--- src/rtl/rv32i_mem_pkg.sv ---
// Shared types and helpers for the RV32I data-port load/store controller.
// Optional feature macro: RV32I_MISALIGN_TRAP_EN (see rv32i_mem_access_ctrl).
package rv32i_mem_pkg;

    typedef enum logic [1:0] {
        MEM_BYTE = 2'b00,
        MEM_HALF = 2'b01,
        MEM_WORD = 2'b10,
        MEM_ILL  = 2'b11
    } mem_width_e;

    typedef enum logic [2:0] {
        ST_IDLE  = 3'd0,
        ST_BEAT0 = 3'd1,
        ST_BEAT1 = 3'd2,
        ST_DONE  = 3'd3,
        ST_ERR   = 3'd4
    } mem_state_e;

    function automatic logic [3:0] width_mask(input logic [1:0] width);
        logic [3:0] mask;
        case (width)
            MEM_BYTE: mask = 4'b0001;
            MEM_HALF: mask = 4'b0011;
            MEM_WORD: mask = 4'b1111;
            default:  mask = 4'b0000;
        endcase
        return mask;
    endfunction

endpackage

--- src/rtl/rv32i_mem_access_ctrl_if.sv ---
// Request/response bus between the core load/store path and the memory access controller.
interface rv32i_mem_access_ctrl_if;

    logic        req_valid;
    logic        req_ready;
    logic        req_we;
    logic [1:0]  req_width;
    logic        req_sign;
    logic [31:0] req_addr;
    logic [31:0] req_wdata;
    logic        rsp_valid;
    logic [31:0] rsp_rdata;
    logic        rsp_err;

    modport master (
        output req_valid, req_we, req_width, req_sign, req_addr, req_wdata,
        input  req_ready, rsp_valid, rsp_rdata, rsp_err
    );

    modport slave (
        input  req_valid, req_we, req_width, req_sign, req_addr, req_wdata,
        output req_ready, rsp_valid, rsp_rdata, rsp_err
    );

endinterface

--- src/rtl/rv32i_lane_align.sv ---
// Combinational byte-lane alignment: byte enables and shifted store data over two
// words, plus extraction and sign/zero extension of a two-word read window.
module rv32i_lane_align
    import rv32i_mem_pkg::*;
(
    input  logic [1:0]  width_i,
    input  logic [1:0]  off_i,
    input  logic        sign_i,
    input  logic [31:0] wdata_i,
    input  logic [63:0] rd64_i,
    output logic [7:0]  be8_o,
    output logic [63:0] wd64_o,
    output logic [31:0] rdata_o
);

    logic [31:0] rd_lo_s;

    // Lane shift for stores and right-justify plus extend for loads.
    always_comb begin
        be8_o   = {4'b0000, width_mask(width_i)} << off_i;
        wd64_o  = {32'h0000_0000, wdata_i} << {off_i, 3'b000};
        rd_lo_s = 32'(rd64_i >> {off_i, 3'b000});
        case (width_i)
            MEM_BYTE: rdata_o = {{24{sign_i & rd_lo_s[7]}}, rd_lo_s[7:0]};
            MEM_HALF: rdata_o = {{16{sign_i & rd_lo_s[15]}}, rd_lo_s[15:0]};
            MEM_WORD: rdata_o = rd_lo_s;
            default:  rdata_o = 32'h0000_0000;
        endcase
    end

endmodule

--- src/rtl/rv32i_mem_access_ctrl.sv ---
// Load/store sequencer for the word-addressed RAM data port; splits word-crossing accesses
// into two beats. Define RV32I_MISALIGN_TRAP_EN to reject crossing accesses instead.
module rv32i_mem_access_ctrl
    import rv32i_mem_pkg::*;
#(
    parameter int RAM_AW = 12
) (
    input  logic                  clk,
    input  logic                  reset,
    rv32i_mem_access_ctrl_if.slave bus,
    output logic [RAM_AW-1:0]     ram_addr,
    output logic                  ram_we,
    output logic [3:0]            ram_be,
    output logic [31:0]           ram_wdata,
    input  logic [31:0]           ram_rdata
);

    mem_state_e        state_q;
    logic              we_q;
    logic [1:0]        width_q;
    logic              sign_q;
    logic [1:0]        off_q;
    logic [RAM_AW-1:0] idx_q;
    logic [31:0]       wdata_q;
    logic [31:0]       lo_buf_q;

    logic [7:0]        be8_s;
    logic [63:0]       wd64_s;
    logic [63:0]       rd64_s;
    logic [31:0]       ext_s;
    logic              split_s;
    logic              reject_s;
    logic              unused_addr_s;

    assign unused_addr_s = ^bus.req_addr[31:RAM_AW+2];

`ifdef RV32I_MISALIGN_TRAP_EN
    logic [7:0] be8_in_s;
    assign be8_in_s = {4'b0000, width_mask(bus.req_width)} << bus.req_addr[1:0];
    assign reject_s = (bus.req_width == MEM_ILL) || (be8_in_s[7:4] != 4'b0000);
`else
    assign reject_s = (bus.req_width == MEM_ILL);
`endif

    assign split_s = (be8_s[7:4] != 4'b0000);
    assign rd64_s  = split_s ? {ram_rdata, lo_buf_q} : {32'h0000_0000, ram_rdata};

    rv32i_lane_align u_align (
        .width_i (width_q),
        .off_i   (off_q),
        .sign_i  (sign_q),
        .wdata_i (wdata_q),
        .rd64_i  (rd64_s),
        .be8_o   (be8_s),
        .wd64_o  (wd64_s),
        .rdata_o (ext_s)
    );

    // Sequencer state and latched request fields.
    always_ff @(posedge clk) begin
        if (reset) begin
            state_q  <= ST_IDLE;
            we_q     <= 1'b0;
            width_q  <= 2'b00;
            sign_q   <= 1'b0;
            off_q    <= 2'b00;
            idx_q    <= '0;
            wdata_q  <= 32'h0000_0000;
            lo_buf_q <= 32'h0000_0000;
        end else begin
            case (state_q)
                ST_IDLE: begin
                    if (bus.req_valid) begin
                        we_q    <= bus.req_we;
                        width_q <= bus.req_width;
                        sign_q  <= bus.req_sign;
                        off_q   <= bus.req_addr[1:0];
                        idx_q   <= bus.req_addr[RAM_AW+1:2];
                        wdata_q <= bus.req_wdata;
                        state_q <= reject_s ? ST_ERR : ST_BEAT0;
                    end
                end
                ST_BEAT0: state_q <= split_s ? ST_BEAT1 : ST_DONE;
                ST_BEAT1: begin
                    lo_buf_q <= ram_rdata;
                    state_q  <= ST_DONE;
                end
                ST_DONE:  state_q <= ST_IDLE;
                ST_ERR:   state_q <= ST_IDLE;
                default:  state_q <= ST_IDLE;
            endcase
        end
    end

    // RAM beat drive and response decode from the registered state.
    always_comb begin
        ram_addr  = idx_q;
        ram_be    = 4'b0000;
        ram_wdata = wd64_s[31:0];
        ram_we    = 1'b0;
        case (state_q)
            ST_BEAT0: begin
                ram_be = be8_s[3:0];
                ram_we = we_q & ~reset;
            end
            ST_BEAT1: begin
                ram_addr  = idx_q + RAM_AW'(1);
                ram_be    = be8_s[7:4];
                ram_wdata = wd64_s[63:32];
                ram_we    = we_q & ~reset;
            end
            default: ram_we = 1'b0;
        endcase
        bus.req_ready = (state_q == ST_IDLE) & ~reset;
        bus.rsp_valid = ((state_q == ST_DONE) || (state_q == ST_ERR)) & ~reset;
        bus.rsp_err   = (state_q == ST_ERR) & ~reset;
        bus.rsp_rdata = ((state_q == ST_DONE) && !we_q && !reset) ? ext_s : 32'h0000_0000;
    end

endmodule
--- src/flat_wrapper.sv ---
// flat-port wrapper written by rule: the top's interface ports become plain ports
module rv32i_mem_access_ctrl_flat import rv32i_mem_pkg::*;
#(
    parameter int RAM_AW = 12
)
  (clk, reset, ram_addr, ram_we, ram_be, ram_wdata, ram_rdata, bus_req_valid, bus_req_we, bus_req_width, bus_req_sign, bus_req_addr, bus_req_wdata, bus_req_ready, bus_rsp_valid, bus_rsp_rdata, bus_rsp_err);
  rv32i_mem_access_ctrl_if bus_i ();
  input  logic clk;
  input  logic reset;
  output logic [RAM_AW-1:0] ram_addr;
  output logic ram_we;
  output logic [3:0] ram_be;
  output logic [31:0] ram_wdata;
  input  logic [31:0] ram_rdata;
  input wire logic [$bits(bus_i.req_valid)-1:0] bus_req_valid;
  input wire logic [$bits(bus_i.req_we)-1:0] bus_req_we;
  input wire logic [$bits(bus_i.req_width)-1:0] bus_req_width;
  input wire logic [$bits(bus_i.req_sign)-1:0] bus_req_sign;
  input wire logic [$bits(bus_i.req_addr)-1:0] bus_req_addr;
  input wire logic [$bits(bus_i.req_wdata)-1:0] bus_req_wdata;
  output wire logic [$bits(bus_i.req_ready)-1:0] bus_req_ready;
  output wire logic [$bits(bus_i.rsp_valid)-1:0] bus_rsp_valid;
  output wire logic [$bits(bus_i.rsp_rdata)-1:0] bus_rsp_rdata;
  output wire logic [$bits(bus_i.rsp_err)-1:0] bus_rsp_err;
  assign bus_i.req_valid = bus_req_valid;
  assign bus_i.req_we = bus_req_we;
  assign bus_i.req_width = bus_req_width;
  assign bus_i.req_sign = bus_req_sign;
  assign bus_i.req_addr = bus_req_addr;
  assign bus_i.req_wdata = bus_req_wdata;
  assign bus_req_ready = bus_i.req_ready;
  assign bus_rsp_valid = bus_i.rsp_valid;
  assign bus_rsp_rdata = bus_i.rsp_rdata;
  assign bus_rsp_err = bus_i.rsp_err;
  rv32i_mem_access_ctrl #(.RAM_AW(RAM_AW)) u_core (.clk(clk), .reset(reset), .bus(bus_i), .ram_addr(ram_addr), .ram_we(ram_we), .ram_be(ram_be), .ram_wdata(ram_wdata), .ram_rdata(ram_rdata));
endmodule
--- config.mk ---
export PLATFORM = sky130hd
export DESIGN_NAME = rv32i_mem_access_ctrl_flat
export DESIGN_NICKNAME = d
export VERILOG_FILES = /design/src/rtl/rv32i_mem_pkg.sv /design/src/rtl/rv32i_mem_access_ctrl_if.sv /design/src/rtl/rv32i_lane_align.sv /design/src/rtl/rv32i_mem_access_ctrl.sv /design/src/flat_wrapper.sv
export SDC_FILE = /design/constraint.sdc
export NUM_CORES = 1
export LEC_CHECK = 0
export CORE_AREA = 8 8 104 143
export DETAILED_ROUTE_END_ITERATION = 12
export DIE_AREA = 0 0 112 151
export PLACE_DENSITY = 0.8
export SYNTH_ARGS = -nofsm -noshare
export SYNTH_HDL_FRONTEND = slang
export SYNTH_SLANG_ARGS = --single-unit
export TNS_END_PERCENT = 30
--- constraint.sdc ---
create_clock -name clk -period 2.81 [get_ports clk]
set_input_delay 0.562 -clock clk [delete_from_list [all_inputs] [get_ports clk]]
set_output_delay 0.562 -clock clk [all_outputs]
set_load 0.005 [all_outputs]
-- Yosys cells after proc, flatten, opt, wreduce, memory -nomap -nowiden
Index checks and enable logic that the tools add are counted.
- flip-flop bits (word level): 85
- word-level logic and storage cells: 49
- bits of input ports: 103
- equal/unequal tests: 8
- add/sub/neg operators: 1
- mux-type cells: 12
- shift-type cells: 3
- reductions and logical operators: 10
- bitwise logic cells: 7
- operator list (kind ; count):
    one-hot mux 32 bit (3 select lines) ; 1
    2-to-1 mux 32 bit ; 2
    2-to-1 mux 64 bit ; 1
    << shifter 32 x 5 -> 64 bit ; 1
    >> shifter 64 x 5 -> 32 bit ; 1
    adder 12 x 1 -> 12 bit, second input constant ; 1
    2-to-1 mux 12 bit ; 1
    one-hot mux 4 bit (3 select lines) ; 1
    one-hot mux 3 bit (3 select lines) ; 1
    one-hot mux 4 bit (2 select lines) ; 1
    << shifter 4 x 2 -> 8 bit ; 1
    AND 1 bit ; 6
    equality test 3 x 2 -> 1 bit, second input constant ; 2
    2-to-1 mux 3 bit ; 2
    equality test 2 bit, second input constant ; 2
    nonzero test 4 bit ; 1
    equality test 3 x 1 -> 1 bit, second input constant ; 1
    equality test 3 bit, second input constant ; 1
    zero test 3 bit ; 1
    equality test 2 x 1 -> 1 bit, second input constant ; 1
    logical AND 1 bit ; 2
    zero test 1 bit ; 2
    zero test 2 bit ; 1
    2-to-1 mux 1 bit ; 2
    other kinds (5) ; 5

-- Logic depth before layout (Yosys ltp)
- word-level depth: 9
- mapped depth: 10
- gate-level depth less buffers: 7

-- By module
A second synthesis with hierarchy kept.
- cell total of the unflattened synthesis: 905
- area, all modules: 6837.8 um2
- by module, submodules not included (module ; area each (um2) ; instances ; cells each):
    rv32i_mem_access_ctrl ; 4508.1 ; 1 ; 636
    rv32i_lane_align ; 2329.7 ; 1 ; 269

-- Worst setup path before layout
No wires, ideal clock.
- kind: register to output
- start point: register u_core.width_q[0]
- end point: output bus_rsp_rdata[21]
- stages on the path, launching flop included: 10
- path slack: 0.223 ns
- arrival: 2.025 ns
- path through: dfxtp_1 > inv_1 > ha_1 > buf_6 > a21o_1 > nand2_1 > and4bb_2 > o31ai_4 > buf_8 > nand3_2
- word-level cells in the longest chain between the ends: 9
- elaborated cells between the ends (all ways): 12
- those cells by class: eq/ne: 2; shift: 2; mux: 4; bitwise: 2; reduce/logical: 2
- RTL lines (what ; RTL line ; source):
    start, declared ; rv32i_mem_access_ctrl.sv:20 ; logic [1:0] width_q;
    start signal, assigned ; rv32i_mem_access_ctrl.sv:75 ; width_q <= bus.req_width;
    equality test 2 bit, or another cell as far along ; rv32i_mem_pkg.sv:22, rv32i_lane_align.sv:23 ;
    one-hot mux 4 bit (3 select lines) ; rv32i_mem_pkg.sv:22 ; case (width)
    << shifter 4 x 2 -> 8 bit ; rv32i_lane_align.sv:20 ; be8_o = {4'b0000, width_mask(width_i)} << off_i;
    nonzero test 4 bit ; rv32i_mem_access_ctrl.sv:45 ; assign split_s = (be8_s[7:4] != 4'b0000);
    2-to-1 mux 64 bit ; rv32i_mem_access_ctrl.sv:46 ; assign rd64_s = split_s ? {ram_rdata, lo_buf_q} : {32'h0000_0000, ram_rdata};
    >> shifter 64 x 5 -> 32 bit ; rv32i_lane_align.sv:22 ; rd_lo_s = 32'(rd64_i >> {off_i, 3'b000});
    AND 1 bit (on tied branches) ; rv32i_lane_align.sv:25, rv32i_lane_align.sv:24 ;
    one-hot mux 32 bit (3 select lines) * ; rv32i_lane_align.sv:23 ; case (width_i)
    2-to-1 mux 32 bit * ; rv32i_mem_access_ctrl.sv:117 ; bus.rsp_rdata = ((state_q == ST_DONE) && !we_q && !reset) ? ext_s : 32'h0000_0000;
    end, declared ; flat_wrapper.sv:23 ; output wire logic [$bits(bus_i.rsp_rdata)-1:0] bus_rsp_rdata;
Every way passes the cells marked *; elsewhere a longest branch is shown, timed or not.

-- Worst setup path after layout
- start point: register u_core.width_q[0]
- end point: output bus_rsp_rdata[22]
Same word-level chain as after synthesis.

==> run_results.csv <==
group,metric,value,unit
yosys,ys_seq_elements,77,
timing,maxSlewViolCount,0,
power_and_ir_drop,clock_power_share,0.300,
yosys,synth_common_cells,"226 x nand2_1, 114 x a21oi_1, 77 x dfxtp_1",
grt,antenna_found_initial,0,
place,hpwl,15.8,mm
timing,period_needed,3.04,ns
setup_path,critPathBufInv,6,
place,dp_slack,-0.410,ns
finish,area_growth_syn_to_layout,55.6,%
setup_path,critPathKind,"reg2out",
outcome,status,"finished with violations",
setup_path,crit_top_cell,"buf_12",
setup_path,crit_chain,"inv_6, ha_4, buf_12, buf_6, a21o_1, nand2_1, and4bb_2, o31ai_4, buf_4, buf_12, nand3_2, buf_2",
finish,drive_above_1_share,0.264,
grt,first_global_vias,6836,
yosys,ys_warn_count,0,
clock_tree,clock_path_buffers,2,
setup_path,cp-start-kind,"register",
die,rows,49,
timing,finalCritPeriodShare,1.08,
clock_tree,clk_latency,0.34,ns
yosys,synth_top_area_cell,"dfxtp_1",
timing,max_freq,0.329,GHz
finish,multi_input_area,4290,sq um
setup_path,r2r_setup_slack,0.95,ns
grt,grt_max_degree,58,
clock_tree,cts_root_buffer,"clkbuf_16",
yosys,syn-mean-instance-area,7.28,sq um
timing,setup_viol,32,
detailed_routing,wl_met2,11.9,mm
setup_path,cp.required,2.25,ns
timing,rsz0062_at_grt,"yes",
place,dpl_cell_area,8080,sq um
power_and_ir_drop,leakage,0.00407,uW
grt,grt.overflow.total,0,
yosys,synthTopCellsByArea,"dfxtp_1 27%, nand2_1 15%, a21oi_1 9.8%",
power_and_ir_drop,pwr-share-seq,0.319,
timing,relSlewSlack,0.571,
detailed_routing,vias,7074,
detailed_routing,wl_per_cell,20.1,um
yosys,ys.flop_type,"dfxtp_1",
grt,grt_pass1_wl,35.9,mm
die,io_pins,187,
power_and_ir_drop,swShare,0.338,
yosys,synth_cell_types,62,
power_and_ir_drop,ir_worst_vdd,0.314,mV
detailed_routing,drt_wl_total,23.5,mm
setup_path,cp_top_family,"buffers and inverters",
clock_tree,cts_hold_buf,0,
die,die_area,16900,sq um
yosys,async_reset_ff_frac,0,
timing,worst_pin_slew,0.643,ns
grt,grt.total_usage,0.264,
power_and_ir_drop,internal-power,2680,uW
finish,nNetsFinal,1125,
finish,fillers,1002,
detailed_routing,firstDrtPassIters,6,
clock_tree,numCtsBuffers,9,
yosys,yosysMostFrequentCell,"nand2_1",
clock_tree,cts_tree,"yes",
setup_path,cp-end-kind,"output port",
die,initial_core_util,0.456,
detailed_routing,drc,0,
detailed_routing,wl_met1,8.74,mm
clock_tree,clkSinkCount,77,
finish,diodes,0,
place,routabilityCongestion,0.917,
finish,regArea,1560,sq um
timing,skew,0.00833,ns
worst_hold_path,hp-class,"reg2reg",
timing,hold_viol,0,
yosys,syn_area,5810,sq um
finish,stdcell_count,1173,
outcome,violations,"setup timing",
setup_path,cp.arrival,2.48,ns
detailed_routing,avgViaCountPerCell,6.03,
yosys,yosysSeqAreaShare,0.265,
place,dp.cells,1124,
detailed_routing,met3WireLength,1.85,mm
power_and_ir_drop,pwr-share-comb,0.381,
detailed_routing,drtIter0Drc,560,
timing,layout_setup_ws,-0.230,ns
power_and_ir_drop,cellPowerDensity,448,nW/um^2
yosys,synth_nets,908,
yosys,yosys.area.top_type_share,0.265,
finish,finalInstanceArea,9050,sq um
detailed_routing,ant_nets,0,
yosys,synth_cells,799,
setup_path,cp_max_fo,8,
setup_path,slowest_delay,0.36,ns
die,coreArea,12800,sq um
power_and_ir_drop,p_sw,1370,uW
die,die_h,151,um
yosys,synth-edff-count,0,
detailed_routing,top_layer,"met4",
flow_run,drv_cap,0,
clock_tree,clkTransAtPathRegs,0.06,ns
place,portBuffers,168,
setup_path,cpMaxStageDelayCell,"dfxtp_4",
die,die_x,112,um
clock_tree,htree_levels,3,
placed cells by master (no fill, tap or decap), types with 7 or more instances in the layout:
cell / n
a211oi_1: 8
a21oi_1: 110
a221oi_1: 7
a311oi_1: 7
a31oi_1: 14
and3_1: 28
buf_12: 15
buf_2: 27
buf_4: 74
buf_6: 23
clkbuf_16: 11
clkdlybuf4s50_1: 102
dfxtp_1: 71
dlygate4sd2_1: 20
dlymetal6s2s_1: 13
mux2_2: 14
mux2i_1: 36
mux4_2: 9
nand2_1: 222
nand3_1: 18
nand3_2: 17
nor2_1: 14
nor2b_1: 7
o21a_1: 8
o21ai_0: 11
o22ai_1: 13
xnor2_1: 9
power groups by stage:
| stage | Combinational (uW) | Clock (uW) | Sequential [uW] |
|---|---|---|---|
| 2_1_floorplan | 751 | 0 | 1260 |
| 3_3_place_gp | 1380 | 0 | 1300 |
| 3_5_place_dp | 1400 | 0 | 1300 |
| 4_1_cts | 1450 | 1230 | 1290 |
| 5_1_grt | 1650 | 1280 | 1300 |
| 6_report | 1540 | 1220 | 1290 |
registers in the layout, summed over array words and instances, names as in the netlist:
name	count
u_core.wdata_q	32
u_core.state_q	3
u_core.off_q	2
u_core.idx_q	12
u_core.lo_buf_q	24
u_core.we_q	1
u_core.sign_q	1
u_core.width_q	2
tightest hold or removal path, delay by kind of cell (launching register included):
family / cells / cell delay, ns
AOI/OAI and AO/OA: 1 / 0.05
and+or+nand+nor: 1 / 0.05
DFF: 1 / 0.32
path summary, 6_finish.rpt:
check,startpoint,end,cells past startpoint
min,u_core.wdata_q[8],u_core.wdata_q[8],2
max,u_core.width_q[0],bus_rsp_rdata[22],12
max reg2reg,u_core.width_q[0],u_core.state_q[0],11
min reg2reg,u_core.wdata_q[8],u_core.wdata_q[8],2
timing repair:
| item | in CTS | in global routing |
|---|---|---|
| resized for setup | 182 | 83 |
| gates cloned | 2 | 1 |
| setup buffers | 24 | 11 |
| pin swaps | 25 | 25 |
| setup endpoints to repair | 68 | 52 |
routing by layer:
metal	track usage	up-vias
met5	0	-
met1	0.281	3302
met4	0.154	0
met2	0.471	396
met3	0.0642	93
li1	-	3283
metrics by stage:
stage | power (uW) | utilization | hold WS [ns] | setup TNS [ns]
final | 4050 | 0.709 | 0.468 | -4.80
after global routing | 4230 | 0.709 | 0.490 | -6.64
after CTS | 3960 | 0.687 | 0.469 | -7.19
after detailed placement | 2700 | 0.633 | 0.460 | -10.75
after global placement | 2680 | 0.633 | 0.453 | -9.70
after floorplan | 2020 | - | 0.444 | 0
final cells by class:
type	instances	area share
clock buffers	10	0.0277
clock inverters	5	0.00650
inverters	4	0.00290
multi-input cells	643	0.474
flip-flops and latches	77	0.172
well taps	153	0.0212
repair buffers	281	0.295
cell families after synthesis:
| kind of cell | synth area share |
|---|---|
| compound gates | 0.225 |
| xor+xnor | 0.0166 |
| fa+ha+maj | 0.0129 |
| buf+inv | 0.0663 |
| flops | 0.265 |
| mux | 0.133 |
| simple gates | 0.281 |
Note: power is estimated with default switching activity, not from simulation.
